## config.mk

```make
export PLATFORM = sky130hd
export DESIGN_NAME = fetch_unit
export DESIGN_NICKNAME = d
export VERILOG_FILES = /design/src/rtl/fetch_unit_pkg.sv /design/src/rtl/fetch_unit_instr_fifo.sv /design/src/rtl/fetch_unit.sv
export SDC_FILE = /design/constraint.sdc
export NUM_CORES = 1
export LEC_CHECK = 0
export ABC_CLOCK_PERIOD_IN_PS = 4200
export CORE_UTILIZATION = 52
export DETAILED_ROUTE_END_ITERATION = 10
export GPL_TIMING_DRIVEN = 1
export PLACE_DENSITY_LB_ADDON = 0.1
export SLEW_MARGIN = 20
export SYNTH_ARGS = -nofsm -noshare
export SYNTH_HDL_FRONTEND = slang
export SYNTH_SLANG_ARGS = --single-unit
```

## constraint.sdc

```tcl
create_clock -name clk -period 4.2 [get_ports clk]
set_input_delay 0.84 -clock clk [delete_from_list [all_inputs] [get_ports clk]]
set_output_delay 0.84 -clock clk [all_outputs]
set_load 0.005 [all_outputs]
```

## src/rtl/fetch_unit_pkg.sv

```systemverilog
// Shared definitions for the instruction fetch front end: word width, the
// canonical NOP and the default reset vector.
package fetch_unit_pkg;

  localparam int XLEN = 32;

  localparam logic [XLEN-1:0] NOP_INSTR        = 32'h0000_0013;
  localparam logic [XLEN-1:0] RESET_PC_DEFAULT = 32'h0000_0000;

  // Sequential fetch address; wraps silently at the top of the address space.
  function automatic logic [XLEN-1:0] pc_next(input logic [XLEN-1:0] pc);
    return pc + XLEN'(4);
  endfunction

endpackage

```

## src/rtl/fetch_unit_instr_fifo.sv

```systemverilog
// Small circular buffer holding {instruction, pc} pairs between instruction
// memory and decode. Flush empties it in one edge and wins over push/pop.
module instr_fifo #(
  parameter int DEPTH = 4,
  parameter int WIDTH = 64
) (
  input  logic                         clk,
  input  logic                         rst,
  input  logic                         push,
  input  logic [WIDTH-1:0]             push_data,
  input  logic                         pop,
  input  logic                         flush,
  output logic [$clog2(DEPTH+1)-1:0]   count,
  output logic                         head_valid,
  output logic [WIDTH-1:0]             head_data
);

  localparam int CNT_W = $clog2(DEPTH+1);
  localparam int PTR_W = $clog2(DEPTH);

  logic [WIDTH-1:0] mem_q [DEPTH];
  logic [PTR_W-1:0] wr_ptr_q, wr_ptr_d;
  logic [PTR_W-1:0] rd_ptr_q, rd_ptr_d;
  logic [CNT_W-1:0] count_q, count_d;
  logic             pop_eff, push_eff;

  assign pop_eff  = pop && (count_q != '0);
  // Upstream credit keeps push away from a full buffer; the guard only
  // protects stored entries if that contract is ever broken.
  assign push_eff = push && ((count_q != CNT_W'(DEPTH)) || pop_eff);

  always_comb begin
    wr_ptr_d = wr_ptr_q;
    rd_ptr_d = rd_ptr_q;
    count_d  = count_q;
    if (flush) begin
      wr_ptr_d = '0;
      rd_ptr_d = '0;
      count_d  = '0;
    end else begin
      if (push_eff) wr_ptr_d = wr_ptr_q + PTR_W'(1);
      if (pop_eff)  rd_ptr_d = rd_ptr_q + PTR_W'(1);
      case ({push_eff, pop_eff})
        2'b10:   count_d = count_q + CNT_W'(1);
        2'b01:   count_d = count_q - CNT_W'(1);
        default: count_d = count_q;
      endcase
    end
  end

  always_ff @(posedge clk or posedge rst) begin
    if (rst) begin
      wr_ptr_q <= '0;
      rd_ptr_q <= '0;
      count_q  <= '0;
    end else begin
      wr_ptr_q <= wr_ptr_d;
      rd_ptr_q <= rd_ptr_d;
      count_q  <= count_d;
    end
  end

  always_ff @(posedge clk) begin
    if (push_eff && !flush) mem_q[wr_ptr_q] <= push_data;
  end

  assign count      = count_q;
  assign head_valid = (count_q != '0);
  assign head_data  = mem_q[rd_ptr_q];

  a_count_bound: assert property (@(posedge clk) disable iff (rst)
    count_q <= CNT_W'(DEPTH));

endmodule

```

## src/rtl/fetch_unit.sv

```systemverilog
// Instruction fetch front end: owns the fetch PC, issues one credit-checked
// read per cycle to a one-cycle-latency memory and buffers returned words.
module fetch_unit
  import fetch_unit_pkg::*;
#(
  parameter logic [XLEN-1:0] RESET_PC = RESET_PC_DEFAULT,
  parameter int              DEPTH    = 4
) (
  input  logic            clk,
  input  logic            reset,
  output logic            imem_req,
  output logic [XLEN-1:0] imem_addr,
  input  logic [XLEN-1:0] imem_rdata,
  input  logic            redirect,
  input  logic [XLEN-1:0] redirect_pc,
  input  logic            deq,
  output logic            instr_valid,
  output logic [XLEN-1:0] instr,
  output logic [XLEN-1:0] instr_pc
);

  localparam int CNT_W = $clog2(DEPTH+1);

  logic [XLEN-1:0]   fetch_pc_q, fetch_pc_d;
  logic              pend_valid_q, pend_valid_d;
  logic [XLEN-1:0]   pend_pc_q, pend_pc_d;
  logic [CNT_W-1:0]  fifo_count;
  logic [CNT_W:0]    credit_used;
  logic              head_valid;
  logic [2*XLEN-1:0] head_data;

  // Buffered plus in-flight work must fit; a same-cycle deq grants no credit.
  assign credit_used = {1'b0, fifo_count} + (CNT_W+1)'(pend_valid_q);
  assign imem_req    = !redirect && (credit_used < (CNT_W+1)'(DEPTH));
  assign imem_addr   = fetch_pc_q;

  always_comb begin
    fetch_pc_d   = fetch_pc_q;
    pend_valid_d = pend_valid_q;
    pend_pc_d    = pend_pc_q;
    if (redirect) begin
      fetch_pc_d   = redirect_pc;
      pend_valid_d = 1'b0;
    end else begin
      pend_valid_d = imem_req;
      if (imem_req) begin
        pend_pc_d  = fetch_pc_q;
        fetch_pc_d = pc_next(fetch_pc_q);
      end
    end
  end

  always_ff @(posedge clk or posedge reset) begin
    if (reset) begin
      fetch_pc_q   <= RESET_PC;
      pend_valid_q <= 1'b0;
      pend_pc_q    <= '0;
    end else begin
      fetch_pc_q   <= fetch_pc_d;
      pend_valid_q <= pend_valid_d;
      pend_pc_q    <= pend_pc_d;
    end
  end

  instr_fifo #(
    .DEPTH (DEPTH),
    .WIDTH (2*XLEN)
  ) u_fifo (
    .clk        (clk),
    .rst        (reset),
    .push       (pend_valid_q && !redirect),
    .push_data  ({imem_rdata, pend_pc_q}),
    .pop        (deq),
    .flush      (redirect),
    .count      (fifo_count),
    .head_valid (head_valid),
    .head_data  (head_data)
  );

  assign instr_valid = head_valid;
  assign instr       = head_valid ? head_data[2*XLEN-1:XLEN] : NOP_INSTR;
  assign instr_pc    = head_valid ? head_data[XLEN-1:0]      : '0;

endmodule
```

==> results_dict.tcl, run 1 <==
set metrics [dict create \
    outcome "finished, final reports clean" \
    post_cts_buffers 0 \
    drc 0 \
    die_h_um 162 \
    arrival_ns 2.90 \
    post-route-period-util 0.890 \
    hold_viol 0 \
    first_iter_violations 500 \
    fin_util 0.651 \
    peakVddDrop_uv 388 \
    synth_nets 835 \
    r2r-start "u_fifo.count[0]$_DFFE_PP0P_" \
    ctsHoldBuffers 0 \
    synthesis.area_um2 13300 \
    gr-usage-all-layers 0.219 \
    fin_crit_ns 3.74 \
    cts_made_buffers 35 \
    setup_violations 0 \
    critPathKind "flip-flop to primary output" \
    cp_slowest_stage_delay_ns 0.54 \
    viasPerCell 5.88 \
    fillers 1762 \
    synth.top_cells.by_area "edfxtp_1 58%, dfrtp_1 14%, mux4_2 11%" \
    die_x_um 162 \
    ys.warnings.count 0 \
    drive_gt1_frac 0.186 \
    skew_ns 0.0137 \
    wl_per_cell_um 21.7 \
    synth.distinct_cells 52 \
    htreeDepth 2 \
    yosys_most_used_dff "edfxtp_1" \
    yosysTopAreaCell "edfxtp_1" \
    slew_viol_final 0 \
    port_buffers 165 \
    clk_pin_slew_ns 0.06 \
    coreArea_um2 25200 \
    cts-root-buf "clkbuf_16" \
    ys_seq_area_frac 0.712 \
    yosysTopAreaCellShare 0.576 \
    maxCapViolCount 0 \
    grt_pass1_wl_um 43100 \
    die-area_um2 26300 \
    worst_ep_required_time_ns 3.36 \
    drt-total-wl_um 27800 \
    power.leakage_uw 0.00546 \
    grt_pass1_vias 7671 \
    crit_family "buffers and inverters" \
    tns_ns 0 \
    start_kind "flip-flop" \
    postRouteAntennaNets 0 \
    rsz0062_at_grt "false" \
    slew_headroom 0.280 \
    cts_num_sinks 328 \
    syn_to_final_growth_pct 23.0 \
    layout_common_cells "256 x edfxtp_1, 164 x clkdlybuf4s50_1, 70 x dfrtp_1, 65 x and2_1, 64 x mux4_2" \
    min_path_type "flip-flop to flip-flop" \
    final_nets 1001 \
    timing.critical_path.slowest_stage_cell "nor3_1" \
    dr.pass1.iters 5 \
    n_antenna_cell 0 \
    grt_overflow 0 \
    worstHoldStart "pend_pc_q[25]$_DFFE_PP0P_" \
    clk_latency_ns 0.51 \
    antenna_found_initial 0 \
    num_io_pins 166 \
    start_util 0.530 \
    ys_seq_elements 328 \
    worstSetupStartpoint "u_fifo.count[0]$_DFFE_PP0P_" \
    async_reset_ff_frac 0.220 \
    tightest_slew_ns 1.08 \
    via_count 7536 \
    synthCells 761 \
    cp_num_buf_inv 2 \
    path_cells "nor3_1 -> inv_2 -> and2_1 -> clkdlybuf4s50_1" \
    synth_edf_count 256 \
    worstSetupEndpointType "primary output" \
    post_synth.cell_area_avg_um2 17.5 \
    crit_path_max_fanout 63 \
    final_common_cell "edfxtp_1" \
    cts_resized 0 \
    powerDensity_nw_per_um2 496 \
    grt_max_degree 65 \
    routabilityCongestion 0.826 \
    cts_tree "done" \
    fmax_ghz 0.268 \
    clockBufferDepth 3 \
    dp_hpwl_um 16600 \
    rows 58 \
]
-- worst register-to-register path: cells and delay by family, from the launching register on --
kind / cells / cell delay (ns)
compound gates: 3 / 0.88
flops: 1 / 0.53
fa+ha+maj: 1 / 0.47
simple gates: 2 / 0.54
-- Yosys cell counts (7+ instances only) --
| master | instances |
|---|---|
| dfrtp_1 | 72 |
| mux4_2 | 64 |
| nor2_1 | 19 |
| edfxtp_1 | 256 |
| nand2_1 | 28 |
| nor2b_1 | 8 |
| and3_1 | 7 |
| mux2_2 | 34 |
| nand4_1 | 13 |
| clkbuf_1 | 26 |
| o21ai_0 | 13 |
| a31oi_1 | 11 |
| nand3_1 | 23 |
| o31ai_1 | 14 |
| xor2_1 | 9 |
| and2_1 | 66 |
| or4_1 | 14 |
| buf_2 | 14 |
-- cells by family (layout without fill, tap and decap cells) --
family,Yosys count,after routing,synth area share
flops,328,328,0.712
simple gates,207,207,0.0901
mux,100,100,0.138
compound gates,60,60,0.0320
buf+inv,50,241,0.0154
xor+xnor,10,10,0.00657
fa+ha+maj,6,6,0.00619
-- cell type report --
class | count | area (µm²) | area share
clock buffers | 52 | 1020 | 0.0623
clock inverters | 10 | 60.1 | 0.00366
inverters | 5 | 21.3 | 0.00130
multi-input cells | 383 | 3660 | 0.223
flip-flops and latches | 328 | 9500 | 0.579
repair buffers | 174 | 1730 | 0.105
well taps | 330 | 413 | 0.0252
-- final timing paths --
kind	endpoint	slack, ns	depth (start not counted)
max in group asynchronous	pend_pc_q[29]$_DFFE_PP0P_	2.71	3
worst min-delay path	u_fifo.mem_q[3][25]$_DFFE_PP_	0.51	0
min in group asynchronous	imem_addr[0]$_DFFE_PP0P_	0.84	2
worst max register to register	u_fifo.count[2]$_DFFE_PP0P_	1.71	6
worst min register to register	u_fifo.mem_q[3][25]$_DFFE_PP_	0.51	0
worst max-delay path	instr[2]	0.46	4
-- routing by layer --
layer	track usage	part of all wire
met2	0.372	0.51
met5	0	0
met4	0.0648	0.021
met1	0.285	0.41
met3	0.0447	0.061
-- through the flow --
step	hold slack [ns]	cell area, µm²	std cells	setup WS (ns)	total power [µW]
CTS	0.509	16400	1282	0.354	8220
floorplan	0.472	13300	761	0.892	4690
global placement	0.485	15300	1220	0.959	5290
detailed placement	0.509	15300	1220	0.897	5350
global route	0.532	16400	1282	0.164	8460
finish	0.515	16400	1282	0.462	8140
-- flip-flops by register name, indices dropped and copies added (netlist names) --
signal / count
pend_valid_q: 1
imem_addr: 32
pend_pc_q: 32
u_fifo.wr_ptr_q: 2
u_fifo.rd_ptr_q: 2
u_fifo.mem_q: 256
u_fifo.count: 3
-- report_power, final --
part | leakage (µW) | switching [µW] | internal, µW
combinational | 0.00178 | 496 | 723
sequential | 0.00316 | 228 | 3820
clock | 0.000515 | 1190 | 1690
total | 0.00546 | 1910 | 6230
(Power assumes the default switching activity.)
==> run 2: changes to the inputs <==
--- a/config.mk
+++ b/config.mk
@@ -5,6 +5,7 @@
 export SDC_FILE = /design/constraint.sdc
 export NUM_CORES = 1
 export LEC_CHECK = 0
+export ABC_AREA = 1
 export ABC_CLOCK_PERIOD_IN_PS = 4200
 export CORE_UTILIZATION = 52
 export DETAILED_ROUTE_END_ITERATION = 10
==> run 2 against run 1 <==
Net effect: the flow now finishes with violations (DRC); critical path type unchanged; synthesized cell count rose by 69%; die area rose by 4.4%; power increased by 28%; synthesized area is 4.4% higher; count of clock-buffer cells in the layout decreased by 9.
==> results_dict.tcl, run 2 <==
set metrics [dict create \
    ctsHoldBuffers 0 \
    arrival_ns 2.74 \
    start_kind "flip-flop" \
    async_reset_ff_frac 0.220 \
    synthCells 1285 \
    synth.distinct_cells 36 \
    dp_hpwl_um 18900 \
    grt_pass1_vias 9426 \
    reg2reg_depth 11 \
    synth.most_common_cell "nor2_1" \
    critPathKind "flip-flop to primary output" \
    wl_met3_um 2020 \
    topRoutingLayerUsed "met4" \
    clk_pin_slew_ns 0.06 \
    fin_util 0.648 \
    r2r_end "u_fifo.count[0]$_DFFE_PP0P_" \
    reg2reg_setup_slack_ns 2.07 \
    yosysTopAreaCell "edfxtp_1" \
    die_h_um 166 \
    synth.top_cells.by_area "edfxtp_1 55%, dfrtp_1 13%, nor2_1 8.2%" \
    drt-total-wl_um 31200 \
    wl_met2_um 14700 \
    gr-usage-all-layers 0.230 \
    final_nets 1515 \
    worst_ep_required_time_ns 3.36 \
    drive_gt1_frac 0.0799 \
    die_x_um 166 \
    top_register "u_fifo.mem_q" \
    cts_num_sinks 328 \
    via_count 9675 \
    drt-met1-wl_um 14000 \
    fin_crit_ns 3.58 \
    ff_latch_area_um2 9490 \
    power_uw 10500 \
    synth_common_cells "304 x nor2_1, 256 x edfxtp_1, 176 x o21ai_0" \
    postRouteAntennaNets 0 \
    multi_input_area_um2 3860 \
    worstSetupEndpointType "primary output" \
    r2r-start "u_fifo.count[0]$_DFFE_PP0P_" \
    powerDensity_nw_per_um2 617 \
    syn_to_final_growth_pct 21.6 \
    largest_reg_flops 256 \
    min_path_type "flip-flop to flip-flop" \
    final_common_cell "nor2_1" \
    ys.warnings.count 0 \
    htreeDepth 2 \
    dr.pass1.iters 8 \
    cts_resized 0 \
    cts_made_buffers 34 \
    fillers 2050 \
    clk_latency_ns 0.51 \
    maxCapViolCount 0 \
    outcome "finished, violations left" \
    n_antenna_cell 0 \
    clockBufferDepth 3 \
    synth_edf_count 256 \
    setup_violations 0 \
    post_synth.cell_area_avg_um2 10.8 \
    hold_viol 0 \
    power.leakage_uw 0.00623 \
    ys_seq_area_frac 0.681 \
    synth_nets 1359 \
    viasPerCell 5.38 \
    grt_overflow 0 \
    cts_tree "done" \
    worstSetupStartpoint "u_fifo.rd_ptr_q[0]$_DFFE_PP0P_" \
    grt_pass1_wl_um 49900 \
    first_iter_violations 763 \
    grt_max_degree 106 \
    worstHoldPathCells 0 \
    routabilityCongestion 0.901 \
    layout_common_cells "300 x nor2_1, 256 x edfxtp_1, 176 x o21ai_0, 165 x clkdlybuf4s50_1, 162 x nand2_1" \
    skew_ns 0.0176 \
    cts-root-buf "clkbuf_16" \
    post-route-period-util 0.853 \
    endpoint "instr[2]" \
    start_util 0.533 \
    num_io_pins 166 \
    ys_seq_elements 328 \
    coreArea_um2 26100 \
    die-area_um2 27400 \
    synthesis.area_um2 13900 \
    yosysTopAreaCellShare 0.552 \
    peakVddDrop_uv 289 \
    port_buffers 165 \
    tightest_slew_ns 0.816 \
    slew_headroom 0.456 \
    violations "DRC" \
    rsz0062_at_grt "false" \
    antenna_found_initial 0 \
    slew_viol_final 0 \
    rows 59 \
    wl_per_cell_um 17.4 \
    fmax_ghz 0.279 \
    post_cts_buffers 0 \
    crit_path_max_fanout 105 \
    drc 16 \
    yosys_most_used_dff "edfxtp_1" \
]
-- run 2: changes by cell type in the layout (fill, tap and decap cells not counted), sizes merged, moves of 14 or more --
cell	change
nand2	+143
or4	-14
mux2	-34
inv	+63
and2	-66
mux4	-64
nand3	+15
o31ai	-14
nor2	+302
a21oi	+62
o21ai	+170
-- run 2: cells by family (layout without fill, tap and decap cells) --
kind of cell               count (synthesis)  count (layout)  synth area share
AOI/OAI and AO/OA                        262             262            0.0976
adders and majority gates                  6               6           0.00593
buffers and inverters                    133             312            0.0439
xor gates and xnor gates                   5               5           0.00314
DFF                                      328             328             0.681
and+or+nand+nor                          551             551             0.168
-- run 2: worst min path at each step --
stage                                                to                      start
after floorplan            u_fifo.mem_q[0][0]$_DFFE_PP_   pend_pc_q[0]$_DFFE_PP0P_
after global placement     u_fifo.mem_q[0][7]$_DFFE_PP_   pend_pc_q[7]$_DFFE_PP0P_
after detailed placement   u_fifo.mem_q[1][8]$_DFFE_PP_   pend_pc_q[8]$_DFFE_PP0P_
after CTS                  u_fifo.mem_q[1][8]$_DFFE_PP_   pend_pc_q[8]$_DFFE_PP0P_
after global routing      u_fifo.mem_q[3][10]$_DFFE_PP_  pend_pc_q[10]$_DFFE_PP0P_
final                     u_fifo.mem_q[0][10]$_DFFE_PP_  pend_pc_q[10]$_DFFE_PP0P_
-- run 2: area by class of cell --
type	instances	share of cell area
clock buffers	43	0.0535
well taps	335	0.0247
clock inverters	16	0.00894
inverters	68	0.0154
flip-flops and latches	328	0.560
repair buffers	185	0.109
multi-input cells	824	0.228
-- run 2: power breakdown --
| group | internal (µW) | switching [µW] | leakage (µW) |
|---|---|---|---|
| logic | 1380 | 1650 | 0.00249 |
| clock network | 1710 | 1160 | 0.000521 |
| registers | 4130 | 428 | 0.00322 |
| total | 7220 | 3240 | 0.00623 |
-- run 2: metrics by stage --
stage	cell area (µm²)	setup slack (ns)	TNS [ns]	std cells	hold slack, ns
2_1_floorplan	13900	-0.362	-92.61	1285	0.476
6_report	16900	0.617	0	1799	0.522
3_3_place_gp	15900	1.14	0	1740	0.501
4_1_cts	16900	0.586	0	1799	0.525
3_5_place_dp	15900	1.12	0	1740	0.512
5_1_grt	16900	0.457	0	1799	0.543
-- run 2: routing by layer --
layer	vias to the layer above	global-route usage
li1	4698	-
met5	-	0
met4	0	0.0650
met2	334	0.371
met3	45	0.0370
met1	4598	0.325
-- run 2: worst max-delay path, stage by stage, from the launching register on --
cell,delay (ns)
dfrtp_4,0.61
buf_12,0.38
nor2_1,0.12
nor2_1,0.14
o21ai_0,0.11
a21oi_1,0.20
clkdlybuf4s50_1,0.54
==> run 3: changes to the inputs <==
--- a/config.mk
+++ b/config.mk
@@ -6,11 +6,13 @@
 export NUM_CORES = 1
 export LEC_CHECK = 0
 export ABC_AREA = 1
-export ABC_CLOCK_PERIOD_IN_PS = 4200
+export ABC_CLOCK_PERIOD_IN_PS = 3600
+export CAP_MARGIN = 10
 export CORE_UTILIZATION = 52
 export DETAILED_ROUTE_END_ITERATION = 10
 export GPL_TIMING_DRIVEN = 1
 export PLACE_DENSITY_LB_ADDON = 0.1
+export SETUP_SLACK_MARGIN = 0.1
 export SLEW_MARGIN = 20
 export SYNTH_ARGS = -nofsm -noshare
 export SYNTH_HDL_FRONTEND = slang
==> constraint.sdc (replaced) <==
create_clock -name clk -period 3.6 [get_ports clk]
set_input_delay 0.72 -clock clk [delete_from_list [all_inputs] [get_ports clk]]
set_output_delay 0.72 -clock clk [all_outputs]
set_load 0.005 [all_outputs]
==> run 3 against run 2 <==
Net effect: the flow still finishes with violations (DRC); clock skew fell by 0.0081 ns; first-iteration DRC count rose by 1.2%; via count rose by 0.55%.
==> results_dict.tcl, run 3 (same netlist as run 2, synthesis figures left out) <==
set metrics [dict create \
    outcome "finished, violations left" \
    violations "DRC" \
    crit_path_max_fanout 26 \
    cts-root-buf "clkbuf_16" \
    postRouteAntennaNets 0 \
    skew_ns 0.00950 \
    rsz0062_at_grt "false" \
    setup_violations 0 \
    dp_cells 1743 \
    largest_reg_flops 256 \
    layout.cells.non_filler 1804 \
    grt_pass1_vias 9461 \
    wl_met3_um 1680 \
    num_io_pins 166 \
    port_buffers 165 \
    wl_met2_um 14900 \
    slew_viol_final 0 \
    topRoutingLayerUsed "met4" \
    via_count 9728 \
    critPathKind "flip-flop to primary output" \
    fin_area_um2 17100 \
    reg2reg_setup_slack_ns 1.53 \
    maxCapViolCount 0 \
    tns_ns 0 \
    cts_tree "done" \
    die_x_um 166 \
    hold_viol 0 \
    clk_pin_slew_ns 0.06 \
    first_iter_violations 772 \
    post-route-period-util 0.947 \
    n_antenna_cell 0 \
    drt-met1-wl_um 14200 \
    drt-total-wl_um 31600 \
    dr.pass1.iters 9 \
    tightest_slew_ns 0.732 \
    r2r-start "u_fifo.count[0]$_DFFE_PP0P_" \
    drive_gt1_frac 0.0844 \
    timing.critical_path.slowest_stage_cell "clkdlybuf4s50_1" \
    peakVddDrop_uv 496 \
    postPlaceCellArea_um2 16000 \
    dp_hpwl_um 19000 \
    rows 59 \
    routabilityCongestion 0.889 \
    coreArea_um2 26100 \
    gr-usage-all-layers 0.237 \
    viasPerCell 5.39 \
    powerDensity_nw_per_um2 720 \
    syn_to_final_growth_pct 22.7 \
    grt_overflow 0 \
    drc 16 \
    cts_num_sinks 328 \
    layout_common_cells "300 x nor2_1, 256 x edfxtp_1, 176 x o21ai_0, 165 x clkdlybuf4s50_1, 162 x nand2_1" \
    post_cts_buffers 0 \
    die_h_um 166 \
    cp_slowest_stage_delay_ns 0.59 \
    clk_latency_ns 0.50 \
    die-area_um2 27400 \
    cts_made_buffers 34 \
    slew_headroom 0.512 \
    path_cells "clkinv_2 -> buf_4 -> nor2_1 -> o311ai_0 -> clkdlybuf4s50_1" \
    min_path_type "input pin to async pin" \
    antenna_found_initial 0 \
    start_util 0.533 \
    fin_crit_ns 3.41 \
    power_uw 12300 \
    grt_pass1_wl_um 50700 \
    top_register "u_fifo.mem_q" \
    start_kind "flip-flop" \
    arrival_ns 2.69 \
    power.leakage_uw 0.00629 \
    worstSetupEndpointType "primary output" \
    htreeDepth 2 \
    grt_max_degree 130 \
    final_nets 1518 \
    wl_per_cell_um 17.5 \
    worstSetupStartpoint "u_fifo.rd_ptr_q[0]$_DFFE_PP0P_" \
    final_common_cell "nor2_1" \
    worst_ep_required_time_ns 2.88 \
    fmax_ghz 0.293 \
    clockBufferDepth 3 \
]
run 3: cell types whose count changed in the layout (fill, tap and decap cells not counted), sizes merged:
cell,before,now
clkinvlp,0,1
inv,68,67
bufinv,3,2
clkinv,13,15
clkbuf,43,44
buf,20,23
run 3: area by class of cell:
cell class	count	area, µm²
sequential	328	9490
fill	2023	9050
multi-input combinational	824	3860
timing repair buffer	188	1970
clock buffer	44	952
tap	335	419
inverter	68	264
clock inverter	17	131
run 3: final timing paths:
check,endpoint,cells past startpoint
setup / recovery,instr[1],5
hold / removal,imem_addr[26]$_DFFE_PP0P_,2
setup reg to reg,u_fifo.count[2]$_DFFE_PP0P_,11
hold reg to reg,u_fifo.mem_q[3][8]$_DFFE_PP_,0
max in group asynchronous,u_fifo.rd_ptr_q[0]$_DFFE_PP0P_,3
min in group clk,u_fifo.mem_q[3][8]$_DFFE_PP_,0
run 3: stage by stage:
step	setup WS, ns	hold slack, ns	util
final	0.191	0.500	0.654
after CTS	0.160	0.504	0.653
after detailed placement	0.703	0.512	0.612
after global placement	0.737	0.502	0.612
after floorplan	-0.842	0.476	-
after global routing	0.125	0.522	0.654
run 3: what timing repair did:
item / 4_1_cts / 5_1_grt
endpoints found under the setup margin: 0 / 7
hold buffers: 0 / 0
resized for setup: 0 / 3
run 3: worst max-delay path: cells and delay by family, from the launching register on:
kind                   cells  cell delay, ns
DFF                        1            0.50
buffers and inverters      3            1.20
and+or+nand+nor            1            0.06
AOI/OAI and AO/OA          1            0.42
run 3: power by group:
part           leakage, µW  switching [µW]  internal (µW)
combinational      0.00253            1960           1660
sequential         0.00322             491           4810
clock             0.000536            1370           2010
run 3: per-layer routing:
layer / GRT usage / vias up
met1: 0.332 / 4640
met2: 0.384 / 320
met5: 0 / -
met3: 0.0330 / 47
met4: 0.0805 / 0
li1: - / 4721
